[src/rtl/riscv_pkg.sv]
// Shared types and constants for the unified-memory arbiter.
package riscv_pkg;

    typedef enum logic [1:0] {
        OWN_NONE = 2'd0,
        OWN_I    = 2'd1,
        OWN_D    = 2'd2
    } mem_owner_e;

    localparam int STARVE_CNT_W = 8;

endpackage

[src/rtl/riscv_mem_arb.sv]
// Arbitrates one single-port synchronous RAM between instruction fetch (I) and
// data (D). D normally wins; a starvation counter forces an I grant periodically.
module riscv_mem_arb
    import riscv_pkg::*;
#(
    parameter int DATA_WIDTH   = 64,
    parameter int ADDR_WIDTH   = 14,
    parameter int STARVE_LIMIT = 4
) (
    input  logic                  clk,
    input  logic                  sft_rst,

    input  logic                  i_req_valid,
    input  logic [ADDR_WIDTH-1:0] i_req_addr,
    output logic                  i_req_ready,
    input  logic                  i_flush,
    output logic                  i_rsp_valid,
    output logic [DATA_WIDTH-1:0] i_rsp_data,

    input  logic                  d_req_valid,
    input  logic                  d_req_we,
    input  logic [ADDR_WIDTH-1:0] d_req_addr,
    input  logic [DATA_WIDTH-1:0] d_req_wdata,
    output logic                  d_req_ready,
    output logic                  d_rsp_valid,
    output logic [DATA_WIDTH-1:0] d_rsp_data,

    output logic                  mem_cs,
    output logic                  mem_we,
    output logic [ADDR_WIDTH-1:0] mem_addr,
    output logic [DATA_WIDTH-1:0] mem_wr_data,
    input  logic [DATA_WIDTH-1:0] mem_rd_data
);

    generate
        if (STARVE_LIMIT < 1 || STARVE_LIMIT > 255) begin : g_bad_starve_limit
            $error("riscv_mem_arb: STARVE_LIMIT must be within 1..255");
        end
    endgenerate

    localparam logic [STARVE_CNT_W-1:0] LIMIT = STARVE_CNT_W'(STARVE_LIMIT);

    mem_owner_e              rsp_owner_reg;
    mem_owner_e              rsp_owner_next;
    logic [STARVE_CNT_W-1:0] starve_cnt_reg;
    logic [STARVE_CNT_W-1:0] starve_cnt_next;

    logic force_i;
    logic grant_i;
    logic grant_d;
    logic grant_any;

    // Reset gates the grants so nothing reaches the RAM while state is cleared.
    always_comb begin
        force_i   = (starve_cnt_reg == LIMIT);
        grant_i   = !sft_rst && i_req_valid && !i_flush && (!d_req_valid || force_i);
        grant_d   = !sft_rst && d_req_valid && !grant_i;
        grant_any = grant_i || grant_d;
    end

    assign i_req_ready = grant_i;
    assign d_req_ready = grant_d;

    always_comb begin
        mem_cs      = grant_any;
        mem_we      = grant_d && d_req_we;
        mem_addr    = '0;
        mem_wr_data = '0;
        if (grant_i) begin
            mem_addr = i_req_addr;
        end else if (grant_d) begin
            mem_addr = d_req_addr;
        end
        if (grant_any) begin
            mem_wr_data = d_req_wdata;
        end
    end

    // Writes never produce a response, so only reads claim ownership.
    always_comb begin
        rsp_owner_next = OWN_NONE;
        if (grant_i) begin
            rsp_owner_next = OWN_I;
        end else if (grant_d && !d_req_we) begin
            rsp_owner_next = OWN_D;
        end
    end

    always_comb begin
        starve_cnt_next = starve_cnt_reg;
        if (grant_i || i_flush) begin
            starve_cnt_next = '0;
        end else if (i_req_valid && starve_cnt_reg != LIMIT) begin
            starve_cnt_next = starve_cnt_reg + 1'b1;
        end
    end

    always_ff @(posedge clk) begin
        if (sft_rst) begin
            rsp_owner_reg  <= OWN_NONE;
            starve_cnt_reg <= '0;
        end else begin
            rsp_owner_reg  <= rsp_owner_next;
            starve_cnt_reg <= starve_cnt_next;
        end
    end

    // A flush kills a fetch response landing in the same cycle; D is unaffected.
    assign i_rsp_valid = !sft_rst && (rsp_owner_reg == OWN_I) && !i_flush;
    assign d_rsp_valid = !sft_rst && (rsp_owner_reg == OWN_D);
    assign i_rsp_data  = mem_rd_data;
    assign d_rsp_data  = mem_rd_data;

endmodule

[config.mk]
export PLATFORM = sky130hd
export DESIGN_NAME = riscv_mem_arb
export DESIGN_NICKNAME = d
export VERILOG_FILES = /design/src/rtl/riscv_pkg.sv /design/src/rtl/riscv_mem_arb.sv
export SDC_FILE = /design/constraint.sdc
export NUM_CORES = 1
export LEC_CHECK = 0
export ABC_AREA = 1
export CORE_AREA = 2 2 146 148
export CTS_CLUSTER_DIAMETER = 150
export DETAILED_ROUTE_END_ITERATION = 10
export DIE_AREA = 0 0 148 150
export REMOVE_ABC_BUFFERS = 1
export SYNTH_ARGS = -nofsm -noshare
export SYNTH_HDL_FRONTEND = slang
export SYNTH_SLANG_ARGS = --single-unit
[constraint.sdc]
create_clock -name clk -period 1.71 [get_ports clk]
set_input_delay 0.342 -clock clk [delete_from_list [all_inputs] [get_ports clk]]
set_output_delay 0.342 -clock clk [all_outputs]
set_load 0.01 [all_outputs]
### Word-level counts from Yosys, hierarchy flattened

Index checks and enable logic that the tools add are counted.

| storage, ports and cells | value |
|---|---|
| bits in registers | 10 |
| bits in latches | 0 |
| memory bits (writable) | 0 |
| ROM bits | 0 |
| input port bits | 162 |
| output and inout port bits | 212 |
| logic and storage cells | 34 |
| memories | 0 |

| operators by class | value |
|---|---|
| add/subtract/negate cells | 1 |
| $mul | 0 |
| divide/modulo/power cells | 0 |
| order comparisons | 0 |
| equal/unequal tests | 4 |
| shifts and indexed selects | 0 |
| mux-type cells | 5 |
| bitwise logic cells | 0 |
| reductions and logical operators | 21 |

Operators by type and width:

| kind | count |
|---|---|
| 64-bit two-way mux | 1 |
| 14-bit two-way mux | 2 |
| 1-bit logical AND | 11 |
| 8-bit by 1-bit adder with 8-bit output (second input constant) | 1 |
| 8-bit by 3-bit equality test with 1-bit output (second input constant) | 1 |
| 8-bit by 3-bit != test with 1-bit output (second input constant) | 1 |
| 1-bit logical NOT | 5 |
| 2-bit OR reduction | 2 |
| 1-bit logical OR | 3 |
| 2-bit by 1-bit equality test with 1-bit output (second input constant) | 1 |
| 2-bit equality test (second input constant) | 1 |
| 2-bit two-way mux | 1 |
| 1-bit two-way mux | 1 |

### Logic depth before layout (Yosys ltp)

| depth | value |
|---|---|
| depth in word-level cells | 9 |
| depth in mapped cells | 10 |
| gate-level depth less buffers | 9 |

### Worst setup path before layout

No wires, ideal clock.

| timing | value |
|---|---|
| kind | register -> output |
| from | register starve_cnt_reg[0] |
| to | output mem_addr[0] |
| arrival time | 1.369 ns |
| data required time | 1.368 ns |
| path slack | -0.001 ns |
| stages on the path, launching flop included | 10 |
| buffers on the path | 2 |
| path through | dfxtp_1 inv_1 ha_1 nand3_2 o21ai_2 nand2_1 buf_6 buf_2 nand3_1 nand2_1 |

| on the way | value |
|---|---|
| word-level cells in the longest chain between the ends | 7 |

RTL lines:

| item | line | source |
|---|---|---|
| start, declared | riscv_mem_arb.sv:45 | `logic [STARVE_CNT_W-1:0] starve_cnt_reg;` |
| start signal, assigned | riscv_mem_arb.sv:104 | `starve_cnt_reg <= starve_cnt_next;` |
| 8-bit by 3-bit equality test with 1-bit output * | riscv_mem_arb.sv:55 | `force_i = (starve_cnt_reg == LIMIT);` |
| 1-bit logical OR * | riscv_mem_arb.sv:56 | `grant_i = !sft_rst && i_req_valid && !i_flush && (!d_req_valid \|\| force_i);` |
| 1-bit logical AND * | riscv_mem_arb.sv:56 |  |
| 1-bit logical NOT | riscv_mem_arb.sv:57 | `grant_d = !sft_rst && d_req_valid && !grant_i;` |
| 1-bit logical AND | riscv_mem_arb.sv:57 |  |
| 14-bit two-way mux | riscv_mem_arb.sv:71 | `end else if (grant_d) begin` |
| 14-bit two-way mux * | riscv_mem_arb.sv:69 | `if (grant_i) begin` |
| end, declared | riscv_mem_arb.sv:30 | `output logic [ADDR_WIDTH-1:0] mem_addr,` |

Mark *: on every way between the ends. The rest lies on a longest branch, timed or not.

### Worst setup path in the final report

| timing | value |
|---|---|
| from | input i_req_valid |
| to | output mem_wr_data[34] |

| on the way | value |
|---|---|
| word-level cells in the longest chain between the ends | 7 |

RTL lines:

| item | line | source |
|---|---|---|
| start, declared | riscv_mem_arb.sv:13 | `input logic i_req_valid,` |
| 1-bit logical AND * (3 in a row) | riscv_mem_arb.sv:56 |  |
| 1-bit logical NOT | riscv_mem_arb.sv:57 |  |
| 1-bit logical AND | riscv_mem_arb.sv:57 |  |
| 1-bit logical OR * | riscv_mem_arb.sv:58 | `grant_any = grant_i \|\| grant_d;` |
| 64-bit two-way mux * | riscv_mem_arb.sv:74 | `if (grant_any) begin` |
| end, declared | riscv_mem_arb.sv:31 | `output logic [DATA_WIDTH-1:0] mem_wr_data,` |

Marked as above.

==> out/qor.txt <==
==================================================================================
Final worst path period share .......................................         124%
Length of the first detailed-routing pass in iterations .............            4
Cell area after technology mapping ..................................     2370 um2
Later-pin clock latency in the skew report ..........................       250 ps
Multi-input gate area ...............................................     1300 um2
Number of CTS-inserted buffers ......................................            3
Ports ...............................................................          374
Cell leakage power ..................................................      1.81 nW
Vertical die dimension ..............................................       150 um
Maximum VDD drop ....................................................     0.179 mV
Pin count of the biggest net entering global routing ................           34
HPWL Detailed .......................................................      14.1 mm
Synth-to-layout area growth .........................................        67.3%
Total length of routed wires ........................................      18.5 mm
NumNets Final .......................................................          601
Floorplan Core Area .................................................   20,700 um2
Worst-case clock buffer depth .......................................            2
Type of element launching the critical path .........................   input port
Highest attainable clock frequency ..................................      473 MHz
Setup repair after global routing missed its margin .................         true
Placement Rows ......................................................           53
Horizontal die dimension ............................................       148 um
Clock tree from TritonCTS ...........................................        built
Initial antenna violation count .....................................            0
Power per cell area .................................................   343 nW/um2
Violations in the final reports ..................................... negative setup slack
Library cell occupying the most area in the post-synthesis netlist .. sky130_fd_sc_hd__buf_4
Synthesized instance count ..........................................          354
Total Neg Setup Slack ...............................................   -28,550 ps
Arrival time at the worst endpoint ..................................      1770 ps
Number of diodes ....................................................            0
Final count of hold timing violations ...............................            0
Top cells by area in the synthesized netlist ........................ sky130_fd_sc_hd__buf_4 41%, sky130_fd_sc_hd__a21boi_1 17%, sky130_fd_sc_hd__nand2_1 10%, sky130_fd_sc_hd__dfxtp_1 8.4%, sky130_fd_sc_hd__nand3_1 4.0%
Final number of setup-violating endpoints ...........................           82
CTS clock-pin slew for the worst setup and hold paths ...............        40 ps
Post-synthesis sequential area ratio ................................        8.44%
Count of input and output buffers ...................................          181
Sequential standard cell area .......................................      203 um2
Min setup slack post-route ..........................................      -404 ps
Starting density of the core ........................................        11.5%
Via count of the first global-routing pass ..........................        2,681
Slew Limit Headroom .................................................        83.1%
Total overflow reported by the global router ........................            0
Fill cell count .....................................................        2,355
Worst Path Class, Setup .............................................       in2out
Total number of vias ................................................        2,780
Flip-flop count of the largest register, all copies and words added .            8
Number of clock sinks ...............................................           10
Count of nets left with antenna violations after detail routing .....            0
Yosys top cell area share ...........................................        40.5%
Synthesis Warnings ..................................................            0
H-tree depth ........................................................            1
Ratio of cells with drive above 1 in the final layout ...............        47.4%
Flip-flop and latch count after synthesis ...........................           10
Min-delay worst type ................................................      reg2reg
Starting DRT DRC Count ..............................................          117
Final worst path period need ........................................      2110 ps
Number of standard cells in the layout, taps in and fillers out .....          710
Synth Area per Inst .................................................     6.70 um2
GPL Wtd Cong ........................................................        0.854
All-Layer GR Usage ..................................................        15.6%
Cell variety after synth ............................................           25
Clock skew after layout .............................................      5.33 ps
PnR Total Power .....................................................      1.36 mW
Count of final max-slew check failures ..............................            0
Number of max-capacitance violations reported .......................            0
DRC violation count after routing ...................................            0
Via density per instance ............................................         3.92
Worst Max-Slew Pin Slew .............................................       254 ps
Die area ............................................................   22,200 um2
Kind of end point of the critical path .............................. primary output
Worst Path Max Fanout ...............................................           19
First-pass GRT wire length ..........................................      23.4 mm
WL per Instance .....................................................      26.1 um
Critical path data required time ....................................      1370 ps
Hold bufs inserted after CTS ........................................            0
Root Driver ......................................................... sky130_fd_sc_hd__clkbuf_16
Placed Cells incl. Taps .............................................          686
Run status .......................................................... complete, but fails checks
==================================================================================
==> cell usage after synthesis <==
cell type,number
sky130_fd_sc_hd__nand3_2,1
sky130_fd_sc_hd__buf_2,2
sky130_fd_sc_hd__inv_1,18
sky130_fd_sc_hd__o21bai_1,2
sky130_fd_sc_hd__inv_6,1
sky130_fd_sc_hd__nor2_2,1
sky130_fd_sc_hd__o21ai_0,1
sky130_fd_sc_hd__nor3_1,1
sky130_fd_sc_hd__nand3_1,19
sky130_fd_sc_hd__dfxtp_1,10
sky130_fd_sc_hd__buf_4,128
sky130_fd_sc_hd__clkbuf_1,7
sky130_fd_sc_hd__a21oi_1,7
sky130_fd_sc_hd__nor2_1,11
sky130_fd_sc_hd__a21boi_0,10
sky130_fd_sc_hd__nand3b_1,1
sky130_fd_sc_hd__o21ai_1,1
sky130_fd_sc_hd__nand2_1,64
sky130_fd_sc_hd__buf_1,1
sky130_fd_sc_hd__buf_6,8
sky130_fd_sc_hd__a21boi_1,54
sky130_fd_sc_hd__o21ai_2,1
sky130_fd_sc_hd__or2_1,1
sky130_fd_sc_hd__xor2_1,2
sky130_fd_sc_hd__ha_1,2
==> where the power goes <==
group | total [mW] | internal (mW) | switching [mW] | leakage, nW
Sequential | 0.239 | 0.237 | 0.00149 | 0.0818
Combinational | 0.692 | 0.416 | 0.276 | 1.69
Clock | 0.431 | 0.305 | 0.126 | 0.0370
==> repair_timing <==
item                       4_1_cts  5_1_grt
gates resized for setup        403       46
gates cloned                     8        1
pin swaps                       12        5
setup endpoints to repair       84       82
hold endpoints to repair         0        0
setup buffers                   10        3
==> final timing paths <==
path,from,endpoint,slack [ps],depth (start not counted)
worst max register to register,starve_cnt_reg[0],starve_cnt_reg[0],70,10
worst min-delay path,starve_cnt_reg[7],starve_cnt_reg[7],590,3
worst max-delay path,i_req_valid,mem_wr_data[34],-400,8
worst min register to register,starve_cnt_reg[7],starve_cnt_reg[7],590,3
==> layer usage <==
layer / vias to the layer above / GRT usage (%) / routed length (um)
met5: - / 12.3 / 331
met4: 8 / 3.19 / 352
met3: 30 / 19.7 / 4360
met2: 350 / 20.8 / 7160
met1: 1227 / 14.0 / 6320
li1: 1165 / - / -
==> cells in the final DEF (no fill, tap or decap), types with 8 or more instances in the layout <==
| master | netlist | routed |
|---|---|---|
| sky130_fd_sc_hd__buf_6 | 8 | 11 |
| sky130_fd_sc_hd__dfxtp_1 | 10 | 8 |
| sky130_fd_sc_hd__a21boi_2 | 0 | 46 |
| sky130_fd_sc_hd__clkdlybuf4s50_1 | 0 | 95 |
| sky130_fd_sc_hd__buf_4 | 128 | 27 |
| sky130_fd_sc_hd__inv_1 | 18 | 14 |
| sky130_fd_sc_hd__buf_2 | 2 | 77 |
| sky130_fd_sc_hd__a21boi_1 | 54 | 18 |
| sky130_fd_sc_hd__nand2_1 | 64 | 59 |
| sky130_fd_sc_hd__nor2_1 | 11 | 9 |
| sky130_fd_sc_hd__nand3_2 | 1 | 12 |
==> worst max-delay path, cell delays in order <==
cell and delay (ps):
sky130_fd_sc_hd__clkdlybuf4s50_1 490, sky130_fd_sc_hd__inv_1 70, sky130_fd_sc_hd__nor2_2 130, sky130_fd_sc_hd__nand2_4 100
sky130_fd_sc_hd__buf_12 170, sky130_fd_sc_hd__buf_16 170, sky130_fd_sc_hd__a21boi_1 130, sky130_fd_sc_hd__buf_2 150
==> cell families after synthesis <==
group | after synthesis | share of synthesized area (%)
AOI/OAI and AO/OA | 76 | 23.2
DFF | 10 | 8.44
xor gates and xnor gates | 2 | 0.739
buffers and inverters | 165 | 49.2
adders and majority gates | 2 | 1.06
and+or+nand+nor | 99 | 17.4
==> area by class of cell <==
cell class / instances / area share, %
Sequential cell: 10 / 5.11
Multi-Input combinational cell: 179 / 32.8
Inverter: 19 / 2.14
Timing Repair Buffer: 223 / 49.2
Timing Repair inverter: 1 / 0.221
Clock buffer: 3 / 1.89
Tap cell: 275 / 8.67
==> through the flow <==
step,utilization [%],cell area (um2),setup slack (ps),hold slack [ps]
2_1_floorplan,-,1280,-1180,414
3_3_place_gp,17.5,3630,-1060,586
3_5_place_dp,17.5,3630,-1070,589
4_1_cts,18.2,3760,-406,597
5_1_grt,19.2,3970,-452,612
6_report,19.2,3970,-404,591
Power figures use the tool's default switching activity.
